--- config.mk ---
export PLATFORM = sky130hd
export DESIGN_NAME = brew_sequencer
export DESIGN_NICKNAME = d
export VERILOG_FILES = /design/src/rtl/brew_sequencer.sv
export SDC_FILE = /design/constraint.sdc
export NUM_CORES = 1
export LEC_CHECK = 0
export CELL_PAD_IN_SITES_DETAIL_PLACEMENT = 0
export CELL_PAD_IN_SITES_GLOBAL_PLACEMENT = 1
export CORE_MARGIN = 10
export CORE_UTILIZATION = 49
export CTS_BUF_LIST = sky130_fd_sc_hd__clkbuf_8
export DETAILED_ROUTE_END_ITERATION = 10
export PLACE_DENSITY = 0.81
export SYNTH_ARGS = -nofsm -noshare
export SYNTH_HDL_FRONTEND = slang
export SYNTH_SLANG_ARGS = --single-unit
--- constraint.sdc ---
create_clock -name clk -period 9.5 [get_ports clk]
set_input_delay 2.85 -clock clk [delete_from_list [all_inputs] [get_ports clk]]
set_output_delay 2.85 -clock clk [all_outputs]
set_load 0.005 [all_outputs]
--- src/rtl/brew_sequencer.sv ---
// rtl/brew_sequencer.sv - one beverage cycle: preheat then per-recipe valve stages
module brew_sequencer #(
    parameter int TICK_CYC   = 50_000_000,
    parameter int HEAT_TICKS = 3
) (
    input  logic       clk,
    input  logic       rst_n,
    input  logic [2:0] c_type,
    input  logic       start,
    input  logic       cancel,
    output logic       heater,
    output logic       v_coffee,
    output logic       v_water,
    output logic       v_milk,
    output logic       v_choc,
    output logic       busy,
    output logic       done,
    output logic       aborted,
    output logic       err
);

    localparam logic [2:0] IDLE   = 3'd0;
    localparam logic [2:0] HEAT   = 3'd1;
    localparam logic [2:0] COFFEE = 3'd2;
    localparam logic [2:0] WATER  = 3'd3;
    localparam logic [2:0] MILK   = 3'd4;
    localparam logic [2:0] CHOC   = 3'd5;
    localparam logic [2:0] DONE   = 3'd6;

    localparam logic [2:0] BEV_ESPRESSO  = 3'd1;
    localparam logic [2:0] BEV_AMERICANO = 3'd2;
    localparam logic [2:0] BEV_LATTE     = 3'd3;
    localparam logic [2:0] BEV_MOCHA     = 3'd4;

    localparam int            PW         = $clog2(TICK_CYC);
    localparam logic [PW-1:0] PRESC_LAST = PW'(TICK_CYC - 1);
    localparam logic [3:0]    HEAT_LEN   = 4'(HEAT_TICKS);

    logic [2:0]    state;
    logic [2:0]    state_nxt;
    logic [2:0]    bev_q;
    logic [2:0]    bev_nxt;
    logic [PW-1:0] presc;
    logic [3:0]    tick;
    logic [3:0]    cur_ticks;
    logic          stage_end;
    logic          stage_active;
    logic          bev_valid;
    logic          abort_now;
    logic          err_now;

    // Recipe table: length of a stage in ticks for the latched beverage.
    function automatic logic [3:0] stage_ticks(input logic [2:0] st, input logic [2:0] bev);
        logic [3:0] n;
        n = 4'd0;
        case (st)
            HEAT:   n = HEAT_LEN;
            COFFEE: n = (bev >= BEV_ESPRESSO && bev <= BEV_MOCHA) ? 4'd4 : 4'd0;
            WATER:  n = (bev == BEV_AMERICANO) ? 4'd6 : 4'd0;
            MILK:   n = (bev == BEV_LATTE) ? 4'd6 : ((bev == BEV_MOCHA) ? 4'd4 : 4'd0);
            CHOC:   n = (bev == BEV_MOCHA) ? 4'd2 : 4'd0;
            default: n = 4'd0;
        endcase
        return n;
    endfunction

    // First stage after st that has a nonzero length; zero-length stages cost no cycles.
    function automatic logic [2:0] next_stage(input logic [2:0] st, input logic [2:0] bev);
        logic [2:0] cand;
        cand = st + 3'd1;
        for (int i = 0; i < 4; i++) begin
            if (cand != DONE && stage_ticks(cand, bev) == 4'd0) begin
                cand = cand + 3'd1;
            end
        end
        return cand;
    endfunction

    assign bev_valid    = (c_type >= BEV_ESPRESSO) && (c_type <= BEV_MOCHA);
    assign stage_active = (state >= HEAT) && (state <= CHOC);
    assign cur_ticks    = stage_ticks(state, bev_q);
    assign stage_end    = stage_active && (presc == PRESC_LAST) && (tick == cur_ticks - 4'd1);

    // Next-state selection; cancel outranks stage completion in active stages.
    always_comb begin
        state_nxt = state;
        bev_nxt   = bev_q;
        abort_now = 1'b0;
        err_now   = 1'b0;
        case (state)
            IDLE: begin
                if (start) begin
                    if (bev_valid) begin
                        state_nxt = HEAT;
                        bev_nxt   = c_type;
                    end else begin
                        err_now = 1'b1;
                    end
                end
            end
            HEAT, COFFEE, WATER, MILK, CHOC: begin
                if (cancel) begin
                    state_nxt = IDLE;
                    abort_now = 1'b1;
                end else if (stage_end) begin
                    state_nxt = next_stage(state, bev_q);
                end
            end
            DONE:    state_nxt = IDLE;
            default: state_nxt = IDLE;
        endcase
    end

    // State and latched beverage code.
    always_ff @(posedge clk or negedge rst_n) begin
        if (!rst_n) begin
            state <= IDLE;
            bev_q <= 3'd0;
        end else begin
            state <= state_nxt;
            bev_q <= bev_nxt;
        end
    end

    // Prescaler and tick counter; both restart whenever the stage changes.
    always_ff @(posedge clk or negedge rst_n) begin
        if (!rst_n) begin
            presc <= '0;
            tick  <= 4'd0;
        end else if (state_nxt != state) begin
            presc <= '0;
            tick  <= 4'd0;
        end else if (stage_active) begin
            if (presc == PRESC_LAST) begin
                presc <= '0;
                tick  <= tick + 4'd1;
            end else begin
                presc <= presc + PW'(1);
            end
        end
    end

    // Registered actuator and status outputs, decoded from the state being entered.
    always_ff @(posedge clk or negedge rst_n) begin
        if (!rst_n) begin
            heater   <= 1'b0;
            v_coffee <= 1'b0;
            v_water  <= 1'b0;
            v_milk   <= 1'b0;
            v_choc   <= 1'b0;
            busy     <= 1'b0;
            done     <= 1'b0;
            aborted  <= 1'b0;
            err      <= 1'b0;
        end else begin
            heater   <= (state_nxt == HEAT);
            v_coffee <= (state_nxt == COFFEE);
            v_water  <= (state_nxt == WATER);
            v_milk   <= (state_nxt == MILK);
            v_choc   <= (state_nxt == CHOC);
            busy     <= (state_nxt != IDLE);
            done     <= (state_nxt == DONE);
            aborted  <= abort_now;
            err      <= err_now;
        end
    end

endmodule

==> impl_results.html <==
<table>
<tr><th>Metric</th><th>Value</th></tr>
<tr><th colspan="2">Status</th></tr>
<tr><td>Outcome</td><td>finished clean</td></tr>
<tr><th colspan="2">Hold path</th></tr>
<tr><td>Number of cells on the worst hold path</td><td>2</td></tr>
<tr><td>Class of the most critical hold timing path</td><td>reg -&gt; reg</td></tr>
<tr><th colspan="2">Synth</th></tr>
<tr><td>Sequential share of the synthesized area</td><td>between 30% and 40%</td></tr>
<tr><td>Flops &amp; latches, synth</td><td>45</td></tr>
<tr><td>Synthesized area</td><td>approximately 3500 µm²</td></tr>
<tr><td>Share of the synthesized area in the top cell type</td><td>between 30% and 40%</td></tr>
<tr><td>Synth cell types</td><td>69</td></tr>
<tr><td>Number of flops mapped to enable cells by yosys</td><td>0</td></tr>
<tr><td>Syn. warnings</td><td>0</td></tr>
<tr><td>Number of nets produced by synthesis</td><td>about 440</td></tr>
<tr><td>Per-instance average area after synthesis</td><td>roughly 9 µm²</td></tr>
<tr><td>Top cell type by total area after synthesis</td><td>sky130_fd_sc_hd__dfrtp_1</td></tr>
<tr><td>Most frequently used cell type in the post-synthesis netlist</td><td>sky130_fd_sc_hd__nor2_1</td></tr>
<tr><td>Instance count of the mapped netlist</td><td>401</td></tr>
<tr><td>Top cells by instance count after synthesis</td><td>sky130_fd_sc_hd__nor2_1, sky130_fd_sc_hd__dfrtp_1, sky130_fd_sc_hd__nand2_1, sky130_fd_sc_hd__ha_1, sky130_fd_sc_hd__xor2_1</td></tr>
<tr><td>Share of flip-flops with an asynchronous set or reset after synthesis</td><td>between 90% and 100%</td></tr>
<tr><td>Top_reg_cell synth</td><td>sky130_fd_sc_hd__dfrtp_1</td></tr>
<tr><td>Top cells by area in the synthesized netlist</td><td>sky130_fd_sc_hd__dfrtp_1, sky130_fd_sc_hd__ha_1, sky130_fd_sc_hd__xor2_1</td></tr>
<tr><th colspan="2">Clock network</th></tr>
<tr><td>Clk root buf</td><td>sky130_fd_sc_hd__clkbuf_8</td></tr>
<tr><td>Number of sinks driven by the clock tree</td><td>45</td></tr>
<tr><td>H-tree depth</td><td>2</td></tr>
<tr><td>CTS clock-pin slew for the worst setup and hold paths</td><td>roughly 0.08 ns</td></tr>
<tr><td>Clock buffer depth</td><td>2</td></tr>
<tr><td>Number of buffers created by CTS</td><td>5</td></tr>
<tr><td>CTS tree</td><td>done</td></tr>
<tr><td>Clk Latency, worst-skew pair</td><td>approximately 0.29 ns</td></tr>
<tr><th colspan="2">Route</th></tr>
<tr><td>Residual DRC</td><td>0</td></tr>
<tr><td>Remaining antenna violation count after routing</td><td>0</td></tr>
<tr><td>1st-pass router iterations</td><td>5</td></tr>
<tr><td>Routed wire length</td><td>between 8000 and 9000 µm</td></tr>
<tr><td>Total number of vias</td><td>3044</td></tr>
<tr><td>Count of routing violations after the opening detailed-route iteration</td><td>292</td></tr>
<tr><td>Final routed wire length divided by cell count</td><td>between 15 and 20 µm</td></tr>
<tr><td>Routed via count divided by cell count</td><td>about 6</td></tr>
<tr><th colspan="2">Final layout</th></tr>
<tr><td>Post-route cell area</td><td>3954 µm²</td></tr>
<tr><td>Area overhead of the layout relative to synthesis</td><td>12.70%</td></tr>
<tr><td>Number of nets in the layout</td><td>459</td></tr>
<tr><td>Share of final-layout standard cells stronger than drive strength 1</td><td>12.00%</td></tr>
<tr><td>Filler-free cell count of the finished design</td><td>521</td></tr>
<tr><td>Number of antenna cells inserted</td><td>0</td></tr>
<tr><th colspan="2">GRT</th></tr>
<tr><td>Wire length of the first global-routing pass</td><td>14230 µm</td></tr>
<tr><td>Overflow left after global routing</td><td>0</td></tr>
<tr><td>Via count of the first global-routing pass</td><td>about 2800</td></tr>
<tr><td>Largest net degree at the start of global routing</td><td>46</td></tr>
<tr><td>Overall Global Routing Usage</td><td>around 15%</td></tr>
<tr><td>Antenna violations before repair</td><td>0</td></tr>
<tr><th colspan="2">Timing</th></tr>
<tr><td>Post-route clock skew</td><td>just over 0.009 ns</td></tr>
<tr><td>Count of endpoints failing setup in the final report</td><td>0</td></tr>
<tr><td>Setup total negative slack</td><td>0 ns</td></tr>
<tr><td>Unrepaired setup endpoints after global routing</td><td>false</td></tr>
<tr><td>Count of final hold-check violations</td><td>0</td></tr>
<tr><td>Final slew viol count</td><td>0</td></tr>
<tr><td>Period utilisation layout</td><td>about 93%</td></tr>
<tr><td>Slew margin rel.</td><td>between 30% and 40%</td></tr>
<tr><td>Highest achievable clock rate</td><td>between 0.1 and 0.15 GHz</td></tr>
<tr><td>Min Tclk post-route</td><td>approximately 9 ns</td></tr>
<tr><td>Setup WS post-layout</td><td>around 0.63 ns</td></tr>
<tr><td>Tightest Pin Transition</td><td>slightly below 1 ns</td></tr>
<tr><th colspan="2">Critical path</th></tr>
<tr><td>CP Launch Type</td><td>flip-flop</td></tr>
<tr><td>Largest fanout on the critical path</td><td>11</td></tr>
<tr><td>Number of cells traversed by the worst register-to-register path</td><td>37</td></tr>
<tr><td>Nature of the critical path endpoint</td><td>flip-flop</td></tr>
<tr><td>Library cell contributing the largest single delay on the critical path</td><td>sky130_fd_sc_hd__a2111oi_0</td></tr>
<tr><td>CP peak stage delay</td><td>about 0.56 ns</td></tr>
<tr><td>Startpoint-to-endpoint class of the critical path</td><td>reg -&gt; reg</td></tr>
<tr><td>Cell with the most instances on the worst path</td><td>sky130_fd_sc_hd__ha_1</td></tr>
<tr><td>Data required time of the worst path</td><td>around 9.7 ns</td></tr>
<tr><td>Worst EP arrival</td><td>9.07 ns</td></tr>
<tr><th colspan="2">Flow run</th></tr>
<tr><td>Max-cap violations</td><td>0</td></tr>
<tr><th colspan="2">Placement</th></tr>
<tr><td>Buffers added on ports</td><td>15</td></tr>
<tr><td>Post-Place Worst Slack</td><td>about 0.17 ns</td></tr>
<tr><td>Final weighted congestion of routability-driven global placement</td><td>roughly 0.88</td></tr>
<tr><td>Cell count after placement</td><td>512</td></tr>
<tr><td>Cell area after placement</td><td>roughly 3800 µm²</td></tr>
<tr><td>Final HPWL from detailed placement</td><td>6309 µm</td></tr>
<tr><th colspan="2">Floorplanning</th></tr>
<tr><td>Count of standard-cell rows</td><td>30</td></tr>
<tr><td>Boundary pin count</td><td>16</td></tr>
<tr><td>Core outline area</td><td>just under 7000 µm²</td></tr>
<tr><td>Chip Width</td><td>104.6 µm</td></tr>
<tr><td>Initial standard-cell utilization of the core</td><td>between 50% and 60%</td></tr>
<tr><td>Overall die height</td><td>approximately 100 µm</td></tr>
<tr><td>Full die area</td><td>about 11000 µm²</td></tr>
</table>
==> state kept, by name (all words and copies together) (netlist names) <==
signal,count
v_choc,1
err,1
v_milk,1
bev_q,3
aborted,1
heater,1
v_coffee,1
tick,4
busy,1
done,1
v_water,1
presc,26
state,3
==> stage by stage <==
step / util, % / hold WS (ns)
floorplan: - / 0.4971
global placement: 55.45 / 0.5208
detailed placement: 55.45 / 0.5341
CTS: 56.96 / 0.5532
global route: 57.56 / 0.5742
finish: 57.56 / 0.5468
==> worst max-delay path: cells and delay by family (launching register included) <==
kind / cells / cell delay (ns)
compound gates: 16 / 4.65
buf+inv: 5 / 0.49
flops: 1 / 0.46
simple gates: 8 / 1.21
fa+ha+maj: 7 / 1.79
mux: 1 / 0.16
==> cell type report <==
cell class | instances | area [µm²]
Tap cell | 96 | 120.1
Clock inverter | 2 | 35.03
Multi-Input combinational cell | 324 | 2285
Sequential cell | 45 | 1127
Clock buffer | 5 | 68.82
Fill cell | 634 | 2915
Inverter | 22 | 82.58
Timing Repair Buffer | 27 | 235.2
==> worst paths after layout <==
path	slack, ns	endpoint	start
setup / recovery	0.63	heater	state[2]
min in group asynchronous	2.71	bev_q[1]	rst_n
hold / removal	0.55	presc[21]	presc[21]
max in group asynchronous	6.11	state[2]	rst_n
hold reg to reg	0.55	presc[21]	presc[21]
setup reg to reg	0.63	heater	state[2]
==> per-layer routing <==
| metal | share of wire, % | global-route usage, % | up-vias |
|---|---|---|---|
| li1 | - | - | 1504 |
| met1 | 52 | 22.65 | 1439 |
| met2 | 41 | 21.17 | 93 |
| met3 | 6.7 | 3.931 | 8 |
| met4 | 0.74 | 3.039 | 0 |
| met5 | 0 | 0 | - |
==> logic make-up (layout without fill, tap and decap cells) <==
| logic type | Yosys count | count (layout) | synth area share, % |
|---|---|---|---|
| simple gates | 175 | 175 | 26.36 |
| mux | 5 | 5 | 1.533 |
| buf+inv | 32 | 56 | 3.495 |
| flops | 45 | 45 | 32.10 |
| compound gates | 83 | 83 | 18.40 |
| xor+xnor | 34 | 34 | 8.488 |
| fa+ha+maj | 27 | 27 | 9.629 |
==> layout by cell type, fill, tap and decap left out, drive strengths merged, types with 3 or more instances in the layout <==
| cell | synthesis | routed |
|---|---|---|
| or4 | 3 | 3 |
| nor4 | 4 | 4 |
| a21oi | 14 | 14 |
| nor2 | 47 | 47 |
| o211ai | 3 | 3 |
| nor4bb | 3 | 3 |
| nand4 | 9 | 9 |
| buf | 2 | 13 |
| a211o | 3 | 3 |
| nor3b | 4 | 4 |
| inv | 22 | 22 |
| nor2b | 4 | 4 |
| nor3 | 16 | 16 |
| nand3b | 3 | 3 |
| nand2b | 5 | 5 |
| o31ai | 3 | 3 |
| clkdlybuf4s50 | 0 | 14 |
| and3 | 8 | 8 |
| and4 | 4 | 4 |
| clkbuf | 8 | 5 |
| mux2 | 3 | 3 |
| a311o | 3 | 3 |
| a21o | 5 | 5 |
| xor2 | 24 | 24 |
| xnor2 | 10 | 10 |
| nand2 | 30 | 30 |
| and2 | 5 | 5 |
| or2 | 6 | 6 |
| o21a | 4 | 4 |
| ha | 27 | 27 |
| dfrtp | 45 | 45 |
| nand3 | 16 | 16 |
| a31oi | 5 | 5 |
| a211oi | 7 | 7 |
| o21ai | 10 | 10 |
==> repair_timing <==
action	CTS	global route
hold buffers	0	0
gates resized for setup	0	6
buffers inserted	0	2
setup endpoints to repair	0	40
Power is not shown: default switching activity piles up to over one toggle a cycle in this logic, so the estimate is an artifact.
